File: src/rtl/priority_encoder_req_if.sv
// Request/grant bundle for priority_encoder_req: request pulses in, granted index out over valid/ready.
// The slave modport is the encoder side; the master modport is the request sources plus consumer.
interface priority_encoder_req_if #(
    parameter int N_IN = 4
);
    localparam int OUT_W = ($clog2(N_IN) > 1) ? $clog2(N_IN) : 1;

    logic [N_IN-1:0]  req_in;
    logic             out_ready;
    logic             out_valid;
    logic [OUT_W-1:0] out_code;
    logic [N_IN-1:0]  pending;
    logic [N_IN-1:0]  req_lost;
    logic             busy;

    modport slave (
        input  req_in,
        input  out_ready,
        output out_valid,
        output out_code,
        output pending,
        output req_lost,
        output busy
    );

    modport master (
        output req_in,
        output out_ready,
        input  out_valid,
        input  out_code,
        input  pending,
        input  req_lost,
        input  busy
    );
endinterface

File: src/rtl/priority_encoder_req.sv
// Registered N_IN-to-index request encoder with sticky pending bits and a valid/ready output.
// Define ROUND_ROBIN_EN for rotating priority; otherwise the highest set index always wins.
module priority_encoder_req #(
    parameter int N_IN = 4
) (
    input  logic                  clk,
    input  logic                  rst,
    priority_encoder_req_if.slave bus
);
    localparam int OUT_W = ($clog2(N_IN) > 1) ? $clog2(N_IN) : 1;

    logic [N_IN-1:0]  pending_q,  pending_d;
    logic [N_IN-1:0]  reqLost_q,  reqLost_d;
    logic             outValid_q, outValid_d;
    logic [OUT_W-1:0] outCode_q,  outCode_d;

    logic [N_IN-1:0]  cand;
    logic             anyCand;
    logic             slotFree;
    logic             grant;
    logic [OUT_W-1:0] winIdx;
    logic [N_IN-1:0]  winOh;

`ifdef ROUND_ROBIN_EN
    logic [OUT_W-1:0] ptr_q, ptr_d;

    // Walk from the pointer downward with wrap; the last hit written is the one nearest the pointer.
    always_comb begin
        winIdx = '0;
        for (int k = N_IN - 1; k >= 0; k--) begin
            int idx;
            idx = int'(ptr_q) - k;
            if (idx < 0) idx = idx + N_IN;
            if (cand[idx]) winIdx = OUT_W'(idx);
        end
    end

    always_comb begin
        ptr_d = ptr_q;
        if (grant) ptr_d = (winIdx == '0) ? OUT_W'(N_IN - 1) : winIdx - OUT_W'(1);
    end

    always_ff @(posedge clk) begin
        if (rst) ptr_q <= OUT_W'(N_IN - 1);
        else     ptr_q <= ptr_d;
    end
`else
    always_comb begin
        winIdx = '0;
        for (int i = 0; i < N_IN; i++) begin
            if (cand[i]) winIdx = OUT_W'(i);
        end
    end
`endif

    always_comb begin
        cand     = pending_q | bus.req_in;
        anyCand  = |cand;
        slotFree = !outValid_q || bus.out_ready;
        grant    = slotFree && anyCand;
        winOh    = anyCand ? (N_IN'(1) << winIdx) : '0;

        pending_d  = pending_q | bus.req_in;
        outValid_d = outValid_q;
        outCode_d  = outCode_q;
        if (slotFree) begin
            outValid_d = anyCand;
            pending_d  = cand & ~winOh;
            if (anyCand) outCode_d = winIdx;
        end

        // A request on the bit being granted right now is absorbed by that grant, not lost.
        reqLost_d = bus.req_in & pending_q & ~(grant ? winOh : '0);
    end

    always_ff @(posedge clk) begin
        if (rst) begin
            pending_q  <= '0;
            reqLost_q  <= '0;
            outValid_q <= 1'b0;
            outCode_q  <= '0;
        end else begin
            pending_q  <= pending_d;
            reqLost_q  <= reqLost_d;
            outValid_q <= outValid_d;
            outCode_q  <= outCode_d;
        end
    end

    assign bus.out_valid = outValid_q;
    assign bus.out_code  = outCode_q;
    assign bus.pending   = pending_q;
    assign bus.req_lost  = reqLost_q;
    assign bus.busy      = (|pending_q) | outValid_q;
endmodule
File: src/flat_wrapper.sv
// flat-port wrapper written by rule: the top's interface ports become plain ports
module priority_encoder_req_flat 
#(
    parameter int N_IN = 4
)
  (clk, rst, bus_req_in, bus_out_ready, bus_out_valid, bus_out_code, bus_pending, bus_req_lost, bus_busy);
  priority_encoder_req_if #(.N_IN(N_IN)) bus_i ();
  input  logic clk;
  input  logic rst;
  input wire logic [$bits(bus_i.req_in)-1:0] bus_req_in;
  input wire logic [$bits(bus_i.out_ready)-1:0] bus_out_ready;
  output wire logic [$bits(bus_i.out_valid)-1:0] bus_out_valid;
  output wire logic [$bits(bus_i.out_code)-1:0] bus_out_code;
  output wire logic [$bits(bus_i.pending)-1:0] bus_pending;
  output wire logic [$bits(bus_i.req_lost)-1:0] bus_req_lost;
  output wire logic [$bits(bus_i.busy)-1:0] bus_busy;
  assign bus_i.req_in = bus_req_in;
  assign bus_i.out_ready = bus_out_ready;
  assign bus_out_valid = bus_i.out_valid;
  assign bus_out_code = bus_i.out_code;
  assign bus_pending = bus_i.pending;
  assign bus_req_lost = bus_i.req_lost;
  assign bus_busy = bus_i.busy;
  priority_encoder_req #(.N_IN(N_IN)) u_core (.clk(clk), .rst(rst), .bus(bus_i));
endmodule
File: config.mk
export PLATFORM = sky130hd
export DESIGN_NAME = priority_encoder_req_flat
export DESIGN_NICKNAME = d
export VERILOG_FILES = /design/src/rtl/priority_encoder_req_if.sv /design/src/rtl/priority_encoder_req.sv /design/src/flat_wrapper.sv
export SDC_FILE = /design/constraint.sdc
export NUM_CORES = 1
export LEC_CHECK = 0
export ABC_AREA = 0
export BUFFER_PORTS_ARGS = -buffer_cell sky130_fd_sc_hd__buf_2
export CORE_AREA = 2 2 39 41
export CTS_BUF_LIST = sky130_fd_sc_hd__clkbuf_8
export CTS_CLUSTER_DIAMETER = 150
export DETAILED_ROUTE_END_ITERATION = 10
export DIE_AREA = 0 0 41 43
export SLEW_MARGIN = 25
export SYNTH_ARGS = -nofsm -noshare
export SYNTH_HDL_FRONTEND = slang
export SYNTH_SLANG_ARGS = --single-unit
File: constraint.sdc
create_clock -name clk -period 1.59 [get_ports clk]
set_clock_uncertainty 0.2 [all_clocks]
set_input_delay 0 -clock clk [delete_from_list [all_inputs] [get_ports clk]]
set_output_delay 0 -clock clk [all_outputs]
set_load 0.1 [all_outputs]
==> impl_metrics.tcl <==
set metrics [dict create \
    yosysMostFrequentCell "dfxtp_1" \
    yosysTopAreaCell "dfxtp_1" \
    setup_violations 0 \
    synthFlopType "dfxtp_1" \
    gr-usage-all-layers 0.148 \
    p_per_area_nw_per_um2 1170 \
    fillers 144 \
    worst_slew_pin_slew_ps 501 \
    nets 80 \
    dp_cells 76 \
    avgSynthCellArea_sq_um 9.89 \
    end_kind "flop" \
    arrival_ps 1530 \
    drive_above_1_share 0.486 \
    clockBufferDepth 2 \
    rows 14 \
    synth.distinct_cells 19 \
    place_congestion 0.704 \
    n_antenna_cell 0 \
    cts_tree "yes" \
    clk_latency_ps 240 \
    port_buffers 18 \
    syn2layout_area_growth_pct 61.8 \
    initial_core_util 0.307 \
    tns_ps 0 \
    drt_first_pass_iters 4 \
    h-tree-depth 1 \
    antenna_left 0 \
    grt.overflow.total 0 \
    min_path_type "reg -> reg" \
    outcome "finished, final reports clean" \
    maxSlewHeadroom 0.668 \
    ir_worst_vdd_uv 381 \
    synth_seq_cells 11 \
    antenna_found_initial 0 \
    finalCritPeriodShare 0.967 \
    synth.top_cell.area_share 0.518 \
    postSynthCellCount 43 \
    drc 0 \
    via_per_inst 5.10 \
    seq_area_sq_um 229 \
    drt-initial-drc-count 3 \
    crit_path_start_kind "primary input" \
    ys_top_cells_by_count "dfxtp_1, nand2_1, nor3_1" \
    leakagePower_nw 0.320 \
    synth_seq_area_share 0.518 \
    power_mw 0.808 \
    synth_edf_count 0 \
    syn_nets 50 \
    core_area_sq_um 1380 \
    required_ps 1580 \
    drv_cap 0 \
    rsz0062_at_grt "no" \
    post_drt_wl_per_cell_um 12.0 \
    final_cells 88 \
    synth_warnings 0 \
    grt_pass1_vias 377 \
    cts.sinks 11 \
    grt_first_pass_wirelength_um 1690 \
    pin_count 19 \
    clkTransAtPathRegs_ps 50 \
    cts-root-buf "clkbuf_8" \
    cp_max_fo 2 \
    die_h_um 43 \
    multi_input_area_sq_um 218 \
    period_needed_ps 1540 \
    slew_violations 0 \
    die_area_sq_um 1760 \
    drt-total-wl_um 1060 \
    cts_buffers 3 \
    num_vias 449 \
    grt_start_max_net_pins 12 \
    async_reset_ff_frac 0 \
    hold_viol 0 \
    critical_path_class "in -> reg" \
    fmax_mhz 650 \
    netlist_area_sq_um 425 \
    fp.dieW_um 41 \
    postCtsSetupRepairBufs 0 \
    synth_area_leaders "dfxtp_1, nor3_1, nand2_1, a311oi_1, nor3_4" \
]
[routing by layer]
| layer | vias up | track usage | wire, um |
|---|---|---|---|
| met5 | - | 0 | 0 |
| met4 | 0 | 0.120 | 42 |
| met3 | 5 | 0.0471 | 76 |
| met2 | 23 | 0.178 | 472 |
| met1 | 204 | 0.205 | 466 |
| li1 | 217 | - | - |
[critical path: stages]
cell           delay [ps]
dlygate4sd3_1         530
buf_2                 120
nand2b_1              170
nor3_2                150
dlygate4sd3_1         550
[logic make-up (layout without fill, tap and decap cells)]
kind of cell           after synthesis  after routing  share of synthesized area
buffers and inverters                2             31                     0.0176
AO/OA/AOI/OAI                       10             10                      0.206
AND/OR/NAND/NOR                     20             20                      0.259
flip-flops                          11             11                      0.518
[state kept, by name, summed over array words and instances (netlist names)]
signal and count:
u_core.bus.out_code 2, u_core.bus.pending 4, u_core.bus.req_lost 4, u_core.bus.out_valid 1
[path summary, 6_finish.rpt]
check                           slack (ps)                    from  cells after the start                      to
worst max-delay path                    50           bus_out_ready                      5  u_core.bus.req_lost[3]
worst min-delay path                   260  u_core.bus.out_code[0]                      2  u_core.bus.out_code[0]
worst max register to register         190    u_core.bus.out_valid                      3  u_core.bus.req_lost[3]
worst min register to register         260  u_core.bus.out_code[0]                      2  u_core.bus.out_code[0]
[layout by cell type, fill, tap and decap left out, types with 2 or more instances in the layout]
cell type      Yosys  layout
a311oi_1           2       2
nor2_1             3       2
dfxtp_1           11       6
nand2_1            6       5
a211oi_1           2       2
dfxtp_2            0       4
nor3_2             0       2
nor2_2             2       2
nor3_1             5       3
inv_1              1       2
clkbuf_8           0       3
buf_2              0      18
dlygate4sd3_1      0       7
[layout make-up]
type	instances	area share
tap	16	0.0291
clock inverter	1	0.00545
inverter	1	0.00545
sequential	11	0.333
multi-input combinational	30	0.316
clock buffer	3	0.0600
timing repair buffer	26	0.251
[per-stage QoR]
step | hold slack (ps) | util | setup slack, ps | area [sq um]
3_3_place_gp | 54.6 | 0.392 | 278 | 543
6_report | 264 | 0.497 | 51.7 | 688
5_1_grt | 307 | 0.497 | 6.90 | 688
2_1_floorplan | -134 | - | 1.21 | 437
4_1_cts | 269 | 0.483 | 30.1 | 668
3_5_place_dp | 60.8 | 0.392 | 281 | 543
[power breakdown]
group,switching (mW),internal (mW),total (mW)
registers,0.0131,0.292,0.306
logic,0.174,0.0503,0.224
clock network,0.109,0.170,0.279
total,0.296,0.513,0.808
[repair_timing]
| item | in CTS | in global routing |
|---|---|---|
| endpoints found under the hold margin | 11 | 0 |
| gates resized for setup | 0 | 5 |
| setup endpoints to repair | 0 | 2 |
| hold buffers | 8 | 0 |
Power figures use the tool's default switching activity.
